`src/rtl/rv32i_prefetch_pkg.sv`:
```
// Shared rv32i definitions: bus widths, opcode constants and small helpers
// used by the control path and the instruction prefetch queue.
package rv32i_prefetch_pkg;

  localparam int XLEN      = 32;
  localparam int INST_BITS = 16;

  localparam logic [6:0] OP_LUI    = 7'b0110111;
  localparam logic [6:0] OP_AUIPC  = 7'b0010111;
  localparam logic [6:0] OP_JAL    = 7'b1101111;
  localparam logic [6:0] OP_JALR   = 7'b1100111;
  localparam logic [6:0] OP_B      = 7'b1100011;
  localparam logic [6:0] OP_LOAD   = 7'b0000011;
  localparam logic [6:0] OP_STORE  = 7'b0100011;
  localparam logic [6:0] OP_IMM    = 7'b0010011;
  localparam logic [6:0] OP_REG    = 7'b0110011;
  localparam logic [6:0] OP_SYSTEM = 7'b1110011;

  typedef logic [XLEN-1:0]      addr_t;
  typedef logic [INST_BITS-1:0] half_t;

  // Redirect targets are always word aligned; the low two bits are dropped.
  function automatic addr_t word_align(input addr_t pc);
    return pc & ~addr_t'(3);
  endfunction

endpackage

```
`src/rtl/rv32i_prefetch_if.sv`:
```
// Memory-bus and instruction-side signals of the prefetch queue.
// master = prefetch unit, slave = memory plus consuming control logic.
interface rv32i_prefetch_if;
  import rv32i_prefetch_pkg::*;

  addr_t       mem_addr;
  logic        mem_req;
  logic        mem_gnt;
  half_t       mem_data;
  logic [31:0] instr;
  addr_t       instr_pc;
  logic        instr_valid;
  logic        instr_ready;
  logic        redirect;
  addr_t       redirect_pc;
  logic        empty;

  modport master (
    output mem_addr, mem_req, instr, instr_pc, instr_valid, empty,
    input  mem_gnt, mem_data, instr_ready, redirect, redirect_pc
  );

  modport slave (
    input  mem_addr, mem_req, instr, instr_pc, instr_valid, empty,
    output mem_gnt, mem_data, instr_ready, redirect, redirect_pc
  );

endinterface

```
`src/rtl/rv32i_prefetch_halfword_fifo.sv`:
```
// Halfword queue: single-halfword write port, two-halfword read port,
// pop removes a whole 32-bit instruction, synchronous flush of pointers.
module rv32i_halfword_fifo
  import rv32i_prefetch_pkg::*;
#(
  parameter  int DEPTH = 4,
  localparam int PW    = $clog2(DEPTH),
  localparam int CW    = $clog2(DEPTH + 1)
) (
  input  logic          clk,
  input  logic          rst,
  input  logic          flush,
  input  logic          push,
  input  half_t         wdata,
  input  logic          pop,
  output half_t         lo,
  output half_t         hi,
  output logic [CW-1:0] count
);

  half_t         mem [DEPTH];
  logic [PW-1:0] rd_ptr;
  logic [PW-1:0] wr_ptr;
  logic [PW-1:0] rd_next;

  assign rd_next = rd_ptr + PW'(1);
  assign lo      = mem[rd_ptr];
  assign hi      = mem[rd_next];

  // Storage is cleared on reset so stale instructions never show on instr.
  always_ff @(posedge clk) begin
    if (rst) begin
      rd_ptr <= '0;
      wr_ptr <= '0;
      count  <= '0;
      for (int i = 0; i < DEPTH; i++) mem[i] <= '0;
    end else if (flush) begin
      rd_ptr <= '0;
      wr_ptr <= '0;
      count  <= '0;
    end else begin
      if (push) begin
        mem[wr_ptr] <= wdata;
        wr_ptr      <= wr_ptr + PW'(1);
      end
      if (pop) rd_ptr <= rd_ptr + PW'(2);
      count <= count + CW'(push) - (pop ? CW'(2) : CW'(0));
    end
  end

endmodule

```
`src/rtl/rv32i_prefetch.sv`:
```
// Instruction prefetch queue: fetches halfwords ahead of execution and
// presents whole instructions with their PC; redirect flushes and restarts.
module rv32i_prefetch
  import rv32i_prefetch_pkg::*;
#(
  parameter int    DEPTH    = 4,
  parameter addr_t RESET_PC = '0
) (
  input logic               clk,
  input logic               reset,
  rv32i_prefetch_if.master  bus
);

  localparam int CW = $clog2(DEPTH + 1);

  addr_t         fetch_pc;
  addr_t         head_pc;
  logic [CW-1:0] count;
  logic          push;
  logic          pop;
  half_t         lo;
  half_t         hi;

  // Request uses registered count only; a same-cycle pop never opens a slot.
  assign bus.mem_req     = ~reset & ~bus.redirect & (count < CW'(DEPTH));
  assign push            = bus.mem_req & bus.mem_gnt;
  assign bus.instr_valid = (count >= CW'(2)) & ~bus.redirect;
  assign pop             = bus.instr_valid & bus.instr_ready;

  assign bus.mem_addr = fetch_pc;
  assign bus.instr    = {hi, lo};
  assign bus.instr_pc = head_pc;
  assign bus.empty    = (count == '0);

  rv32i_halfword_fifo #(.DEPTH(DEPTH)) u_fifo (
    .clk   (clk),
    .rst   (reset),
    .flush (bus.redirect),
    .push  (push),
    .wdata (bus.mem_data),
    .pop   (pop),
    .lo    (lo),
    .hi    (hi),
    .count (count)
  );

  always_ff @(posedge clk) begin
    if (reset) begin
      fetch_pc <= RESET_PC;
      head_pc  <= RESET_PC;
    end else if (bus.redirect) begin
      fetch_pc <= word_align(bus.redirect_pc);
      head_pc  <= word_align(bus.redirect_pc);
    end else begin
      if (push) fetch_pc <= fetch_pc + addr_t'(2);
      if (pop)  head_pc  <= head_pc + addr_t'(4);
    end
  end

endmodule
```
`src/flat_wrapper.sv`:
```
// flat-port wrapper written by rule: the top's interface ports become plain ports
module rv32i_prefetch_flat import rv32i_prefetch_pkg::*;
#(
  parameter int    DEPTH    = 4,
  parameter addr_t RESET_PC = '0
)
  (clk, reset, bus_mem_addr, bus_mem_req, bus_instr, bus_instr_pc, bus_instr_valid, bus_empty, bus_mem_gnt, bus_mem_data, bus_instr_ready, bus_redirect, bus_redirect_pc);
  rv32i_prefetch_if bus_i ();
  input logic clk;
  input logic reset;
  output wire logic [$bits(bus_i.mem_addr)-1:0] bus_mem_addr;
  output wire logic [$bits(bus_i.mem_req)-1:0] bus_mem_req;
  output wire logic [$bits(bus_i.instr)-1:0] bus_instr;
  output wire logic [$bits(bus_i.instr_pc)-1:0] bus_instr_pc;
  output wire logic [$bits(bus_i.instr_valid)-1:0] bus_instr_valid;
  output wire logic [$bits(bus_i.empty)-1:0] bus_empty;
  input wire logic [$bits(bus_i.mem_gnt)-1:0] bus_mem_gnt;
  input wire logic [$bits(bus_i.mem_data)-1:0] bus_mem_data;
  input wire logic [$bits(bus_i.instr_ready)-1:0] bus_instr_ready;
  input wire logic [$bits(bus_i.redirect)-1:0] bus_redirect;
  input wire logic [$bits(bus_i.redirect_pc)-1:0] bus_redirect_pc;
  assign bus_mem_addr = bus_i.mem_addr;
  assign bus_mem_req = bus_i.mem_req;
  assign bus_instr = bus_i.instr;
  assign bus_instr_pc = bus_i.instr_pc;
  assign bus_instr_valid = bus_i.instr_valid;
  assign bus_empty = bus_i.empty;
  assign bus_i.mem_gnt = bus_mem_gnt;
  assign bus_i.mem_data = bus_mem_data;
  assign bus_i.instr_ready = bus_instr_ready;
  assign bus_i.redirect = bus_redirect;
  assign bus_i.redirect_pc = bus_redirect_pc;
  rv32i_prefetch #(.DEPTH(DEPTH), .RESET_PC(RESET_PC)) u_core (.clk(clk), .reset(reset), .bus(bus_i));
endmodule
```
`config.mk`:
```
export PLATFORM = sky130hd
export DESIGN_NAME = rv32i_prefetch_flat
export DESIGN_NICKNAME = d
export VERILOG_FILES = /design/src/rtl/rv32i_prefetch_pkg.sv /design/src/rtl/rv32i_prefetch_if.sv /design/src/rtl/rv32i_prefetch_halfword_fifo.sv /design/src/rtl/rv32i_prefetch.sv /design/src/flat_wrapper.sv
export SDC_FILE = /design/constraint.sdc
export NUM_CORES = 1
export LEC_CHECK = 0
export ABC_AREA = 1
export CAP_MARGIN = 20
export CORE_MARGIN = 3
export CORE_UTILIZATION = 47
export DETAILED_ROUTE_END_ITERATION = 10
export GPL_TIMING_DRIVEN = 0
export HOLD_SLACK_MARGIN = 0.05
export PLACE_DENSITY = 0.84
export SLEW_MARGIN = 40
export SYNTH_ARGS = -nofsm -noshare
export SYNTH_HDL_FRONTEND = slang
export SYNTH_SLANG_ARGS = --single-unit
export TNS_END_PERCENT = 30
```
`constraint.sdc`:
```
create_clock -name clk -period 2.4 [get_ports clk]
set_clock_uncertainty 0.15 [all_clocks]
set_input_delay 0.48 -clock clk [delete_from_list [all_inputs] [get_ports clk]]
set_output_delay 0.48 -clock clk [all_outputs]
set_load 0.02 [all_outputs]
```
==> summary.md <==
| Metric | Value |
|---|---|
| Status | `complete, no violations` |
| Clock Latency Late Sink | `0.42 ns` |
| CTS tree | `yes` |
| # fillers | `1288` |
| Remaining antenna violation count | `0` |
| Initial drt markers | `around 660` |
| RSZ-0062 raised after global routing | `false` |
| Via count | `between 7000 and 8000` |
| DRT Pass-1 Iters | `7` |
| Final setup violation count | `0` |
| Crit end category | `output pin` |
| Commonest non-fill, non-tap cell in the layout | `nand2_1` |
| GR Overflow Total | `0` |
| Total track usage | `25.5%` |
| CTS Buf Count | `17` |
| Critical path destination | `bus_instr[4]` |
| H-Tree Depth | `4` |
| Post-CTS Hold Buffers | `0` |
| Initial antenna violation count | `0` |
| I/O pin count | `between 150 and 200` |
| Hold_ws | `0.303 ns` |
| R2r setup slk | `0.33 ns` |
| RR Startpoint | `u_core.u_fifo.count[2]` |
| Cells after Synth | `between 900 and 1000` |
| Post-synthesis sequential area ratio | `about 45%` |
| Yosys warns | `0` |
| Site Rows | `44` |
| HPWL Detailed | `16.4 mm` |
| Initial core utilization | `49.1%` |
| Critical Path AT | `1.73 ns` |
| Core ar. | `~15000 um2` |
| Distinct cells, synth | `43` |
| Tmin final | `2.36 ns` |
| Worst Tran Pin Value | `0.631 ns` |
| Fmax | `0.424 GHz` |
| R2R depth | `6` |
| Wire per inst | `16.2 um` |
| Final hold violations | `0` |
| Power Total | `5.91 mW` |
| Slowest cell on crit path | `clkdlybuf4s50_1` |
| CP Max Fanout | `7` |
| Ys async rst share | `0%` |
| Area of the multi-input gates | `~3400 um2` |
| Routability Congestion | `0.957` |
| Layout area overhead | `31.1%` |
| Area taken by flip-flops and latches | `about 3300 um2` |
| First-pass GRT wire length | `33.7 mm` |
| Port Buffers | `144` |
| Max-cap violations | `0` |
| Lkg Pwr | `3.74 nW` |
| Die width | `131 um` |
| Worst hold path type | `in2reg` |
| Post-synth EDFFs | `64` |
| Worst path cell trace | `mux2_2 > clkdlybuf4s50_1` |
| Largest net degree at the start of global routing | `17` |
| Clk buf depth | `2` |
| Max_slew headroom | `57.9%` |
| Critical Path RT | `1.77 ns` |
| Main synth FF type | `dfxtp_1` |
| Post-Route WL | `21.8 mm` |
| Post-synthesis register bit count | `132` |
| Worst VDD drop | `557 uV` |
| Power density over cell area | `618 nW/um2` |
| Final Max Slew Viols | `0` |
| WS Path Type | `reg2out` |
| RR Endpoint | `u_core.u_fifo.mem[2][12]` |
| Final net count | `between 1000 and 1500` |
| Die area | `17100 um2` |
| Drt drc | `0` |
| Synthesized area | `7300 um2` |
| CTS sink cnt | `132` |
| Vias in the first global route | `6831` |
| Share of cells above drive strength 1 | `9.12%` |
| Vias/cell | `5.40` |
| Final Cycle Share | `98.3%` |
| Most frequent cells in the layout | `nand2_1 (294), nor2_1 (162), clkdlybuf4s50_1 (122), inv_1 (96), dfxtp_1 (65)` |
| Fin Setup TNS | `0 ns` |
| Mean Syn Cell Area | `7.40 um2` |
| Startpoint Class | `register` |
| CTS Root Cell | `clkbuf_16` |
| CTS clk-pin slew, worst paths | `roughly 0.060 ns` |
| Crit-path max cell delay | `0.55 ns` |
| Die H | `131 um` |
==> synthesized netlist by cell type (3+ instances only) <==
cell      instances  area [um2]
buf_2             6        30.0
nand2_2           5        31.3
ha_1              5        62.6
a31oi_1          16         100
edfxtp_1         64        1920
o21bai_1          4        30.0
o22ai_1           4        25.0
clkbuf_1         13        48.8
nor2_1          162         608
buf_6            11         124
inv_2             3        11.3
a21oi_1          55         275
dfxtp_1          68        1360
nand2_1         297        1110
nand3b_1          3        22.5
o21ai_0          38         190
mux2_2           16         180
buf_4             6        45.0
o21a_1           11        82.6
a21boi_1          4        30.0
nor2_2            3        18.8
nand3_1          61         305
nor2_4            3        33.8
xnor2_1           5        43.8
inv_1            96         360
==> how the worst min path moves through the flow <==
stage                            start                      end  cells after the start  slack (ns)
2_1_floorplan  u_core.u_fifo.wr_ptr[1]  u_core.u_fifo.wr_ptr[1]                      2        0.34
3_3_place_gp   u_core.u_fifo.wr_ptr[1]  u_core.u_fifo.wr_ptr[1]                      2        0.36
3_5_place_dp   u_core.u_fifo.wr_ptr[1]  u_core.u_fifo.wr_ptr[1]                      2        0.37
4_1_cts                   bus_redirect   u_core.bus.instr_pc[3]                      4        0.30
5_1_grt                   bus_redirect   u_core.u_fifo.count[1]                      4        0.32
6_report                  bus_redirect   u_core.u_fifo.count[1]                      4        0.30
==> worst max-delay path: cells and delay by family, from the launching register on <==
family	cells	cell delay, ns
multiplexers	1	0.35
buffers and inverters	1	0.55
flip-flops	1	0.41
==> logic make-up after synthesis <==
| group | Yosys count | share of synthesized area (%) |
|---|---|---|
| XOR/XNOR | 7 | 0.840 |
| AND/OR/NAND/NOR | 546 | 31.0 |
| other | 1 | 0.0514 |
| multiplexers | 16 | 2.47 |
| buffers and inverters | 139 | 8.78 |
| adder cells (fa/ha/maj) | 5 | 0.857 |
| flip-flops | 132 | 45.0 |
| AO/OA/AOI/OAI | 140 | 11.0 |
==> sequential cells by signal (all words and copies together) (netlist names), named ones only <==
register              count
u_core.u_fifo.mem        64
u_core.u_fifo.wr_ptr      2
u_core.bus.instr_pc      30
u_core.u_fifo.rd_ptr      1
u_core.u_fifo.count       3
u_core.bus.mem_addr      31
==> metal layers <==
metal  vias up  global-route usage [%]  part of all wire, %
met1      3286                    31.6                   40
li1       3512                       -                    -
met4         0                    12.8                  4.7
met2       401                    42.3                   46
met5         -                       0                    0
met3        79                    5.08                  9.0
==> per-stage QoR <==
| stage | instance area, um2 | setup WS, ns | std cells | util [%] |
|---|---|---|---|---|
| 2_1_floorplan | 7310 | 0.0254 | 988 | - |
| 3_3_place_gp | 8980 | -0.499 | 1316 | 60.4 |
| 3_5_place_dp | 8990 | -0.520 | 1316 | 60.5 |
| 4_1_cts | 9550 | 0.000134 | 1346 | 64.3 |
| 5_1_grt | 9560 | 0.000378 | 1346 | 64.3 |
| 6_report | 9560 | 0.0402 | 1347 | 64.3 |
==> layout make-up <==
class / count / area share, %
well taps: 184 / 2.41
flip-flops and latches: 132 / 34.4
plain buffers: 34 / 2.66
clock inverters: 13 / 1.41
diodes: 1 / 0.0262
repair buffers: 144 / 14.9
clock buffers: 19 / 4.53
inverters: 103 / 4.16
multi-input cells: 717 / 35.5
==> report_power, final <==
part | internal [mW] | switching [mW] | leakage [nW]
clock | 1.52 | 1.01 | 0.278
sequential | 2.48 | 0.110 | 1.22
combinational | 0.341 | 0.440 | 2.24
==> repair_timing <==
action                                  in CTS  in global routing
resized for setup                           33                  4
setup buffers                                0                  0
endpoints found under the setup margin      64                 17
Note: power is estimated with default switching activity, not from simulation.
